[src/rtl/riscv_mem_pkg.sv]
// Shared definitions for the unified instruction/data memory port:
// arbiter state encoding, owner codes and store-type byte-enable patterns
// that match the decode controller's Store encoding (funct3).
package riscv_mem_pkg;

  typedef enum logic [1:0] {
    IDLE      = 2'd0,
    WAIT_GNT  = 2'd1,
    WAIT_RESP = 2'd2,
    RESP      = 2'd3
  } state_t;

  localparam logic OWNER_IF = 1'b0;
  localparam logic OWNER_DM = 1'b1;

  localparam logic [3:0] BE_WORD = 4'b1111;

  // Store type as encoded in the S-type funct3 field
  typedef enum logic [2:0] {
    ST_SB = 3'b000,
    ST_SH = 3'b001,
    ST_SW = 3'b010
  } store_t;

  localparam logic [3:0] BE_SB = 4'b0001;
  localparam logic [3:0] BE_SH = 4'b0011;
  localparam logic [3:0] BE_SW = 4'b1111;

  // Byte enables for a store of the given type at the given word offset
  function automatic logic [3:0] store_be(input store_t st, input logic [1:0] off);
    logic [3:0] be;
    case (st)
      ST_SB:   be = BE_SB << off;
      ST_SH:   be = BE_SH << {off[1], 1'b0};
      ST_SW:   be = BE_SW;
      default: be = 4'b0000;
    endcase
    return be;
  endfunction

endpackage

[src/rtl/mem_port_arbiter_if.sv]
// Memory-side request/grant/response bus of the shared I/D memory port.
// master: the arbiter; slave: the memory.
interface mem_port_arbiter_if #(
  parameter int ADDR_W = 32,
  parameter int DATA_W = 32
);
  logic                  req;
  logic                  we;
  logic [ADDR_W-1:0]     addr;
  logic [DATA_W-1:0]     wdata;
  logic [DATA_W/8-1:0]   be;
  logic                  gnt;
  logic                  rvalid;
  logic [DATA_W-1:0]     rdata;

  modport master (
    output req, we, addr, wdata, be,
    input  gnt, rvalid, rdata
  );

  modport slave (
    input  req, we, addr, wdata, be,
    output gnt, rvalid, rdata
  );
endinterface

[src/rtl/mem_timeout_ctr.sv]
// Transaction watchdog: clears while idle, counts while enabled and flags
// the cycle on which the count reaches TIMEOUT (the TIMEOUT-th enabled cycle).
module mem_timeout_ctr #(
  parameter int unsigned TIMEOUT = 255
) (
  input  logic clk,
  input  logic reset,
  input  logic clr,
  input  logic en,
  output logic tc
);
  localparam int unsigned CNT_W = $clog2(TIMEOUT + 1);
  localparam logic [CNT_W-1:0] LAST = CNT_W'(TIMEOUT - 1);

  logic [CNT_W-1:0] cnt_q;
  logic [CNT_W-1:0] cnt_d;

  // Next count and terminal-count detection
  always_comb begin
    cnt_d = cnt_q;
    tc    = en && (cnt_q == LAST);
    if (clr) begin
      cnt_d = {CNT_W{1'b0}};
    end else if (en && !tc) begin
      cnt_d = cnt_q + CNT_W'(1);
    end else begin
      cnt_d = cnt_q;
    end
  end

  // Count register with synchronous active-low reset
  always_ff @(posedge clk) begin
    if (!reset) begin
      cnt_q <= {CNT_W{1'b0}};
    end else begin
      cnt_q <= cnt_d;
    end
  end
endmodule

[src/rtl/mem_port_arbiter.sv]
// Arbiter sharing one single-ported unified memory between fetch (IF) and
// the memory stage (DM). One transaction at a time: IDLE -> WAIT_GNT ->
// WAIT_RESP -> RESP. Data requests win over fetch; with FAIR_ARB_EN defined
// fetch wins a tie when the previous grant went to data.
module mem_port_arbiter
  import riscv_mem_pkg::*;
#(
  parameter int ADDR_W  = 32,
  parameter int DATA_W  = 32,
  parameter int TIMEOUT = 255
) (
  input  logic                  clk,
  input  logic                  reset,
  input  logic                  if_req,
  input  logic [ADDR_W-1:0]     if_addr,
  output logic [DATA_W-1:0]     if_rdata,
  output logic                  if_valid,
  input  logic                  dm_req,
  input  logic                  dm_we,
  input  logic [ADDR_W-1:0]     dm_addr,
  input  logic [DATA_W-1:0]     dm_wdata,
  input  logic [DATA_W/8-1:0]   dm_be,
  output logic [DATA_W-1:0]     dm_rdata,
  output logic                  dm_valid,
  mem_port_arbiter_if.master    mem,
  output logic                  stall_f,
  output logic                  stall_m,
  output logic                  bus_err
);
  localparam int BE_W = DATA_W / 8;

  state_t              state_q,     state_d;
  logic                owner_q,     owner_d;
  logic                mem_req_q,   mem_req_d;
  logic                mem_we_q,    mem_we_d;
  logic [ADDR_W-1:0]   mem_addr_q,  mem_addr_d;
  logic [DATA_W-1:0]   mem_wdata_q, mem_wdata_d;
  logic [BE_W-1:0]     mem_be_q,    mem_be_d;
  logic [DATA_W-1:0]   if_rdata_q,  if_rdata_d;
  logic [DATA_W-1:0]   dm_rdata_q,  dm_rdata_d;
  logic                if_valid_q,  if_valid_d;
  logic                dm_valid_q,  dm_valid_d;
  logic                bus_err_q,   bus_err_d;
`ifdef FAIR_ARB_EN
  logic                last_owner_q, last_owner_d;
`endif

  logic grant_dm_s;
  logic tmo_clr_s;
  logic tmo_en_s;
  logic tmo_tc_s;

  assign tmo_clr_s = (state_q == IDLE);
  assign tmo_en_s  = (state_q == WAIT_GNT) || (state_q == WAIT_RESP);

  mem_timeout_ctr #(.TIMEOUT(TIMEOUT)) u_tmo (
    .clk   (clk),
    .reset (reset),
    .clr   (tmo_clr_s),
    .en    (tmo_en_s),
    .tc    (tmo_tc_s)
  );

  // Arbitration winner for an issue from IDLE
  always_comb begin
`ifdef FAIR_ARB_EN
    grant_dm_s = dm_req & ~(if_req & (last_owner_q == OWNER_DM));
`else
    grant_dm_s = dm_req;
`endif
  end

  // Transaction sequencer next-state and output-register computation
  always_comb begin
    state_d     = state_q;
    owner_d     = owner_q;
    mem_req_d   = mem_req_q;
    mem_we_d    = mem_we_q;
    mem_addr_d  = mem_addr_q;
    mem_wdata_d = mem_wdata_q;
    mem_be_d    = mem_be_q;
    if_rdata_d  = if_rdata_q;
    dm_rdata_d  = dm_rdata_q;
    if_valid_d  = 1'b0;
    dm_valid_d  = 1'b0;
    bus_err_d   = bus_err_q;
`ifdef FAIR_ARB_EN
    last_owner_d = last_owner_q;
`endif

    case (state_q)
      IDLE: begin
        if (dm_req || if_req) begin
          state_d   = WAIT_GNT;
          mem_req_d = 1'b1;
          if (grant_dm_s) begin
            owner_d     = OWNER_DM;
            mem_we_d    = dm_we;
            mem_addr_d  = dm_addr;
            mem_wdata_d = dm_wdata;
            mem_be_d    = dm_be;
          end else begin
            owner_d     = OWNER_IF;
            mem_we_d    = 1'b0;
            mem_addr_d  = if_addr;
            mem_wdata_d = {DATA_W{1'b0}};
            mem_be_d    = {BE_W{1'b1}};
          end
`ifdef FAIR_ARB_EN
          last_owner_d = grant_dm_s ? OWNER_DM : OWNER_IF;
`endif
        end else begin
          state_d = IDLE;
        end
      end

      WAIT_GNT, WAIT_RESP: begin
        if (tmo_tc_s) begin
          // Abort: flag the error and still answer so the pipeline moves on
          state_d   = RESP;
          mem_req_d = 1'b0;
          bus_err_d = 1'b1;
          if (owner_q == OWNER_DM) begin
            dm_rdata_d = {DATA_W{1'b0}};
            dm_valid_d = 1'b1;
          end else begin
            if_rdata_d = {DATA_W{1'b0}};
            if_valid_d = 1'b1;
          end
        end else if (state_q == WAIT_GNT) begin
          // A same-cycle rvalid is deliberately ignored here
          if (mem.gnt) begin
            state_d   = WAIT_RESP;
            mem_req_d = 1'b0;
          end else begin
            state_d = WAIT_GNT;
          end
        end else if (mem.rvalid) begin
          state_d = RESP;
          if (owner_q == OWNER_DM) begin
            dm_rdata_d = mem.rdata;
            dm_valid_d = 1'b1;
          end else begin
            if_rdata_d = mem.rdata;
            if_valid_d = 1'b1;
          end
        end else begin
          state_d = WAIT_RESP;
        end
      end

      RESP: begin
        // No arbitration here so a still-held request is not reissued
        state_d = IDLE;
      end

      default: begin
        state_d   = IDLE;
        mem_req_d = 1'b0;
      end
    endcase
  end

  // State and output registers with synchronous active-low reset
  always_ff @(posedge clk) begin
    if (!reset) begin
      state_q     <= IDLE;
      owner_q     <= OWNER_IF;
      mem_req_q   <= 1'b0;
      mem_we_q    <= 1'b0;
      mem_addr_q  <= {ADDR_W{1'b0}};
      mem_wdata_q <= {DATA_W{1'b0}};
      mem_be_q    <= {BE_W{1'b0}};
      if_rdata_q  <= {DATA_W{1'b0}};
      dm_rdata_q  <= {DATA_W{1'b0}};
      if_valid_q  <= 1'b0;
      dm_valid_q  <= 1'b0;
      bus_err_q   <= 1'b0;
`ifdef FAIR_ARB_EN
      last_owner_q <= OWNER_IF;
`endif
    end else begin
      state_q     <= state_d;
      owner_q     <= owner_d;
      mem_req_q   <= mem_req_d;
      mem_we_q    <= mem_we_d;
      mem_addr_q  <= mem_addr_d;
      mem_wdata_q <= mem_wdata_d;
      mem_be_q    <= mem_be_d;
      if_rdata_q  <= if_rdata_d;
      dm_rdata_q  <= dm_rdata_d;
      if_valid_q  <= if_valid_d;
      dm_valid_q  <= dm_valid_d;
      bus_err_q   <= bus_err_d;
`ifdef FAIR_ARB_EN
      last_owner_q <= last_owner_d;
`endif
    end
  end

  assign mem.req   = mem_req_q;
  assign mem.we    = mem_we_q;
  assign mem.addr  = mem_addr_q;
  assign mem.wdata = mem_wdata_q;
  assign mem.be    = mem_be_q;
  assign if_rdata  = if_rdata_q;
  assign dm_rdata  = dm_rdata_q;
  assign if_valid  = if_valid_q;
  assign dm_valid  = dm_valid_q;
  assign bus_err   = bus_err_q;
  assign stall_f   = if_req & ~if_valid_q;
  assign stall_m   = dm_req & ~dm_valid_q;
endmodule

[src/flat_wrapper.sv]
// flat-port wrapper written by rule: the top's interface ports become plain ports
module mem_port_arbiter_flat import riscv_mem_pkg::*;
#(
  parameter int ADDR_W  = 32,
  parameter int DATA_W  = 32,
  parameter int TIMEOUT = 255
)
  (clk, reset, if_req, if_addr, if_rdata, if_valid, dm_req, dm_we, dm_addr, dm_wdata, dm_be, dm_rdata, dm_valid, stall_f, stall_m, bus_err, mem_req, mem_we, mem_addr, mem_wdata, mem_be, mem_gnt, mem_rvalid, mem_rdata);
  mem_port_arbiter_if #(.ADDR_W(ADDR_W), .DATA_W(DATA_W)) mem_i ();
  input  logic clk;
  input  logic reset;
  input  logic if_req;
  input  logic [ADDR_W-1:0] if_addr;
  output logic [DATA_W-1:0] if_rdata;
  output logic if_valid;
  input  logic dm_req;
  input  logic dm_we;
  input  logic [ADDR_W-1:0] dm_addr;
  input  logic [DATA_W-1:0] dm_wdata;
  input  logic [DATA_W/8-1:0] dm_be;
  output logic [DATA_W-1:0] dm_rdata;
  output logic dm_valid;
  output logic stall_f;
  output logic stall_m;
  output logic bus_err;
  output wire logic [$bits(mem_i.req)-1:0] mem_req;
  output wire logic [$bits(mem_i.we)-1:0] mem_we;
  output wire logic [$bits(mem_i.addr)-1:0] mem_addr;
  output wire logic [$bits(mem_i.wdata)-1:0] mem_wdata;
  output wire logic [$bits(mem_i.be)-1:0] mem_be;
  input wire logic [$bits(mem_i.gnt)-1:0] mem_gnt;
  input wire logic [$bits(mem_i.rvalid)-1:0] mem_rvalid;
  input wire logic [$bits(mem_i.rdata)-1:0] mem_rdata;
  assign mem_req = mem_i.req;
  assign mem_we = mem_i.we;
  assign mem_addr = mem_i.addr;
  assign mem_wdata = mem_i.wdata;
  assign mem_be = mem_i.be;
  assign mem_i.gnt = mem_gnt;
  assign mem_i.rvalid = mem_rvalid;
  assign mem_i.rdata = mem_rdata;
  mem_port_arbiter #(.ADDR_W(ADDR_W), .DATA_W(DATA_W), .TIMEOUT(TIMEOUT)) u_core (.clk(clk), .reset(reset), .if_req(if_req), .if_addr(if_addr), .if_rdata(if_rdata), .if_valid(if_valid), .dm_req(dm_req), .dm_we(dm_we), .dm_addr(dm_addr), .dm_wdata(dm_wdata), .dm_be(dm_be), .dm_rdata(dm_rdata), .dm_valid(dm_valid), .mem(mem_i), .stall_f(stall_f), .stall_m(stall_m), .bus_err(bus_err));
endmodule
[config.mk]
export PLATFORM = sky130hd
export DESIGN_NAME = mem_port_arbiter_flat
export DESIGN_NICKNAME = d
export VERILOG_FILES = /design/src/rtl/riscv_mem_pkg.sv /design/src/rtl/mem_port_arbiter_if.sv /design/src/rtl/mem_timeout_ctr.sv /design/src/rtl/mem_port_arbiter.sv /design/src/flat_wrapper.sv
export SDC_FILE = /design/constraint.sdc
export NUM_CORES = 1
export LEC_CHECK = 0
export BUFFER_PORTS_ARGS = -buffer_cell sky130_fd_sc_hd__buf_2
export CAP_MARGIN = 0
export CORE_MARGIN = 1
export CORE_UTILIZATION = 49
export CTS_CLUSTER_DIAMETER = 60
export CTS_CLUSTER_SIZE = 25
export DETAILED_ROUTE_END_ITERATION = 7
export PLACE_DENSITY = 0.85
export SLEW_MARGIN = 20
export SYNTH_ARGS = -nofsm -noshare
export SYNTH_HDL_FRONTEND = slang
export SYNTH_SLANG_ARGS = --single-unit
export TNS_END_PERCENT = 5
[constraint.sdc]
create_clock -name clk -period 2.6 [get_ports clk]
set_input_delay 0.52 -clock clk [delete_from_list [all_inputs] [get_ports clk]]
set_output_delay 0.52 -clock clk [all_outputs]
set_load 0.1 [all_outputs]
== Word level (Yosys, flattened, before mapping) ==
Cells that the tools add are included.
Word-level totals
  memories kept: 0
  latch bits: 0
  logic and storage cells: 78
  bits in read-only memories: 0
  register bits after elaboration: 148
  memory bits (writable): 0
  input bits: 139
Cells by class
  add/sub/neg operators: 1
  bitwise gates (word level): 6
  shift operators: 0
  reduce and logical (&&, ||, !) cells: 16
  multipliers: 0
  div/mod/pow operators: 0
  eq/ne operators: 8
  mux-type cells: 34
  magnitude comparators: 0
Operators with widths (count)
  32-bit 2-to-1 mux: 12
  1-bit 2-to-1 mux: 16
  4-bit AND reduction: 3
  8-bit by 1-bit adder with 8-bit output (second input constant): 1
  8-bit == test (second input constant): 1
  2-bit 2-to-1 mux: 3
  2-bit case mux with 3 select lines: 1
  2-bit AND reduction: 3
  2-bit == test (second input constant): 2
  4-bit 2-to-1 mux: 1
  1-bit inverter: 4
  2-bit nonzero test: 2
  2-bit OR reduction: 2
  3-bit by 1-bit != test with 1-bit output (second input constant): 1
  3-bit by 2-bit != test with 1-bit output (second input constant): 1
  1-bit AND: 2
  2-bit by 1-bit == test with 1-bit output (second input constant): 1
  1-bit logical AND: 2
  2-bit logical NOT: 1
  1-bit logical OR: 2
  2-bit by 1-bit != test with 1-bit output (second input constant): 1
  2-bit != test (second input constant): 1
  1-bit case mux with 2 select lines: 1
  1-bit logical NOT: 1

== Longest topological paths before layout ==
  depth in word-level cells: 5
  depth in mapped cells: 8
  mapped depth without buffers: 6

== By module ==
Synthesis repeated with hierarchy kept, for this count alone.
Second synthesis, totals
  cells, all modules: 675
  area, all modules: 6287.3 µm²
By module, submodules not included
  mem_port_arbiter: area an instance 5854.4 µm², cells an instance 626, instances 1, seq. area each 2802.7 µm²
  mem_timeout_ctr: area an instance 432.9 µm², cells an instance 49, instances 1, seq. area each 160.2 µm²

== Worst setup path before layout ==
Ideal clock, no wire load.
  kind: in2out
  from: input dm_req
  to: output stall_m
  arrival: 2.353 ns
  path buffers: 2
  slack: -0.273 ns
  cell stages on the path: 3
  required time: 2.080 ns
  path through: buf_2 -> clkbuf_1 -> nor2b_1
Between the ends
  longest elaborated chain between the ends: 1
RTL lines
  from (decl): line flat_wrapper.sv:16  | input logic dm_req;
  1-bit AND: line mem_port_arbiter.sv:212  | assign stall_m = dm_req & ~dm_valid_q;
  to (decl): line flat_wrapper.sv:24  | output logic stall_m;
Every way passes these cells.

== Worst setup path in the final report ==
  from: register u_core.u_tmo.cnt_q[0]
  to: register u_core.if_rdata_q[0] (netlist: u_core.if_rdata[0])
Between the ends
  longest elaborated chain between the ends: 4
  elaborated cells on any way between the ends: 6
RTL lines
  from (decl): line mem_timeout_ctr.sv:15  | logic [CNT_W-1:0] cnt_q;
  from (signal assigned): line mem_timeout_ctr.sv:34  | cnt_q <= {CNT_W{1'b0}};
  from (signal assigned): line mem_timeout_ctr.sv:36  | cnt_q <= cnt_d;
  8-bit == test (*): line mem_timeout_ctr.sv:21  | tc = en && (cnt_q == LAST);
  1-bit logical AND (*): line mem_timeout_ctr.sv:21
  2-bit by 1-bit != test with 1-bit output (no line) / 2-bit nonzero test (equally long branches)
  4-bit AND reduction (no line)
  to (signal assigned): line mem_port_arbiter.sv:174  | if_rdata_q <= {DATA_W{1'b0}};
  to (signal assigned): line mem_port_arbiter.sv:190  | if_rdata_q <= if_rdata_d;
  to (decl): line mem_port_arbiter.sv:39  | logic [DATA_W-1:0] if_rdata_q, if_rdata_d;
Every way passes the cells marked *; elsewhere a longest branch is shown, timed or not.
A chain may end at the register's enable or synchronous reset.

==> metrics.md <==
| Metric | Value |
|---|---|
| Register area | `2960 um2` |
| Pwr Total | `9.15 mW` |
| Drt total wl | `15500 um` |
| Cell taking the most area after synthesis | `dfxtp_1` |
| Met2 GRT Util | `44.3%` |
| DRT iter0 DRCs | `421` |
| Die height | `109 um` |
| Initial Utilization | `50.9%` |
| Ranking of synthesized cells by area | `dfxtp_1 (53%), a22o_1 (9.7%), mux2i_1 (5.7%)` |
| Synth unique cells | `40` |
| Setup repair bufs after CTS | `0` |
| Core area | `11000 um2` |
| First-pass DRT Iterations | `7` |
| Row count | `38` |
| Initial antenna violation count | `0` |
| Fin Clk Skew | `0.00601 ns` |
| Worst reg2reg endpoint | `u_core.if_rdata[0]` |
| Multi-input logic area | `2330 um2` |
| R2R Path Start | `u_core.u_tmo.cnt_q[0]` |
| Via count | `5182` |
| Yosys top cell area share | `53.0%` |
| DRC violation count after routing | `0` |
| Setup crit end kind | `flip-flop` |
| Fin nets | `954` |
| Hpwl dp | `11400 um` |
| Worst reg2reg path depth | `7` |
| Reg2Reg Setup Slack | `0.64 ns` |
| Port Buffers | `277` |
| Met1 Use GR | `28.1%` |
| H-tree Lvls | `4` |
| Vias in the first global route | `4859` |
| Relative slew slack | `51.5%` |
| CTS buffer count | `17` |
| Worst Path Arrival | `2.31 ns` |
| Area grow syn2layout | `35.5%` |
| Yosys reg bits | `148` |
| Critical Path End | `u_core.if_rdata[0]` |
| Hold crit path type | `primary input to flip-flop` |
| Top Ports | `278` |
| Final setup viols | `0` |
| Post-synth ARST share | `0%` |
| Number of antenna diodes | `0` |
| Outcome | `completed` |
| Via density per instance | `5.40` |
| Total GRT Usage | `25.4%` |
| CTS Sinks | `148` |
| RSZ-0062 raised after global routing | `false` |
| CTS tree | `yes` |
| Pins Over Slew Limit | `0` |
| Synth Area per Inst | `10.2 um2` |
| Worst slew pin tran | `0.728 ns` |
| Syn Nets | `693` |
| Req. time, crit path | `2.95 ns` |
| Grt ovf | `0` |
| Die X | `109 um` |
| Cts repair resizes | `0` |
| Routed wire per std cell | `16.1 um` |
| GR met3 Demand/Resource | `6.16%` |
| Fillers | `819` |
| Seq/Total Area, Yosys | `53.0%` |
| Syn Std Cell Area | `5590 um2` |
| Yosys warns | `0` |
| Critical setup path kind | `flip-flop to flip-flop` |
| Crit path from | `u_core.u_tmo.cnt_q[0]` |
| F_max | `511 MHz` |
| Placed cell areas | `6990 um2` |
| CP Max Fanout | `32` |
| Share of cells above drive strength 1 | `40.9%` |
| Max clock buf depth | `2` |
| GRT busiest layer | `met2` |
| Post-synth EDFFs | `0` |
| Hold Violations, Final | `0` |
| P per Cell Area | `1210 nW/um2` |
| Worst vdd ir | `0.896 mV` |
| Fin area | `7580 um2` |
| Die area | `11800 um2` |
| Largest net degree at the start of global routing | `73` |
| Global-route wire length before repair | `23000 um` |
| Clk Latency, worst-skew pair | `0.41 ns` |
| Leak pwr | `3.66 nW` |
| Ys flop type | `dfxtp_1` |
| Root buffer cell | `clkbuf_16` |
| Fin crit period | `1.96 ns` |
| Fin crit share | `75.2%` |
| CP Launch Type | `flip-flop` |
| Max Cap Viol | `0` |
| Final ANT Viol Nets | `0` |
| Cells after synthesis | `547` |
| Hold_buf cts | `0` |
| Clk slew on worst S/H paths | `0.06 ns` |
| RePlAce Congestion | `0.767` |
-- cell type report --
type | count | area share, %
clock buffers | 18 | 5.66
multi-input cells | 347 | 30.8
inverters | 5 | 0.248
repair buffers | 289 | 19.8
clock inverters | 13 | 2.08
well taps | 140 | 2.31
flip-flops and latches | 148 | 39.1
-- per-layer routing --
metal | vias up | wire (um)
met3 | 46 | 995
li1 | 2513 | -
met5 | - | 0
met1 | 2368 | 6080
met4 | 0 | 608
met2 | 255 | 7810
-- registers in the layout (all words and copies together) (netlist names) --
signal	flops
u_core.mem.be	4
u_core.if_valid	1
u_core.if_rdata	32
u_core.mem.wdata	32
u_core.mem.addr	32
u_core.u_tmo.cnt_q	8
u_core.bus_err	1
u_core.dm_valid	1
u_core.owner_q	1
u_core.mem.we	1
u_core.mem.req	1
u_core.state_q	2
u_core.dm_rdata	32
-- stage by stage --
| step | setup TNS (ns) | util (%) | instances | setup slack, ns | hold WS, ns |
|---|---|---|---|---|---|
| after floorplan | -0.0340 | - | 547 | -0.0340 | 0.471 |
| after global placement | 0 | 63.7 | 929 | 0.694 | 0.436 |
| after detailed placement | 0 | 63.7 | 929 | 0.611 | 0.443 |
| after CTS | 0 | 69.0 | 960 | 0.652 | 0.320 |
| after global routing | 0 | 69.0 | 960 | 0.543 | 0.321 |
| final | 0 | 69.0 | 960 | 0.644 | 0.339 |
-- power breakdown --
part,leakage (nW),total (mW),internal (mW),switching (mW)
sequential,1.21,2.80,2.61,0.190
clock,0.290,2.43,1.50,0.925
combinational,2.16,3.92,0.708,3.22
total,3.66,9.15,4.82,4.33
-- worst min path at each step --
stage	from	to	slack [ns]	cells after the start
floorplan	u_core.u_tmo.cnt_q[5]	u_core.u_tmo.cnt_q[5]	0.47	2
finish	mem_rdata[5]	u_core.dm_rdata[5]	0.34	2
global placement	u_core.mem.wdata[26]	u_core.mem.wdata[26]	0.44	2
CTS	mem_rdata[5]	u_core.dm_rdata[5]	0.32	2
global route	mem_rdata[5]	u_core.dm_rdata[5]	0.32	2
detailed placement	u_core.mem.wdata[30]	u_core.mem.wdata[30]	0.44	2
-- cell families (layout without fill, tap and decap cells) --
| kind of cell | after synthesis | after routing | share of synthesized area [%] |
|---|---|---|---|
| compound gates | 155 | 155 | 20.8 |
| flops | 148 | 148 | 53.0 |
| simple gates | 148 | 148 | 12.3 |
| buf+inv | 52 | 325 | 5.82 |
| mux | 32 | 32 | 5.73 |
| fa+ha+maj | 7 | 7 | 1.57 |
| xor+xnor | 5 | 5 | 0.783 |
-- Yosys cell counts, drive strengths merged (2+ instances only) --
cell type	number
nand4	3
a211oi	33
nor2	47
dfxtp	148
nor2b	5
ha	7
o21ai	7
mux2i	32
a21oi	42
nand3b	4
buf	31
nor3	5
a22o	64
xnor2	4
nand2	43
nand3	35
a31oi	2
and3	2
inv	5
clkbuf	16
-- cell usage in the layout (no fill, tap or decap), drive strengths merged --
master	synthesis	final
nand2	43	43
clkinv	0	7
and3	2	2
a31oi	2	2
ha	7	7
a21o	1	1
nand3	35	35
and4	1	1
a311oi	1	1
xnor2	4	4
o2111ai	1	1
a41oi	1	1
a22o	64	64
inv	5	7
nor2	47	47
mux2i	32	32
or3	1	1
clkbuf	16	18
dfxtp	148	148
o211ai	1	1
o32ai	1	1
o21ai	7	7
a21oi	42	42
bufinv	0	3
clkinvlp	0	1
o2bb2ai	1	1
nand4	3	3
and2b	1	1
nand2b	1	1
nor3	5	5
nand3b	4	4
xor2	1	1
nor2b	5	5
buf	31	289
a211oi	33	33
-- worst max-delay path: stages (launching register included) --
cell	delay, ns
dfxtp_1	0.39
inv_1	0.10
ha_1	0.23
and3_4	0.21
a21o_4	0.23
a31oi_4	0.17
buf_4	0.36
a22o_1	0.20
(Power assumes the default switching activity.)
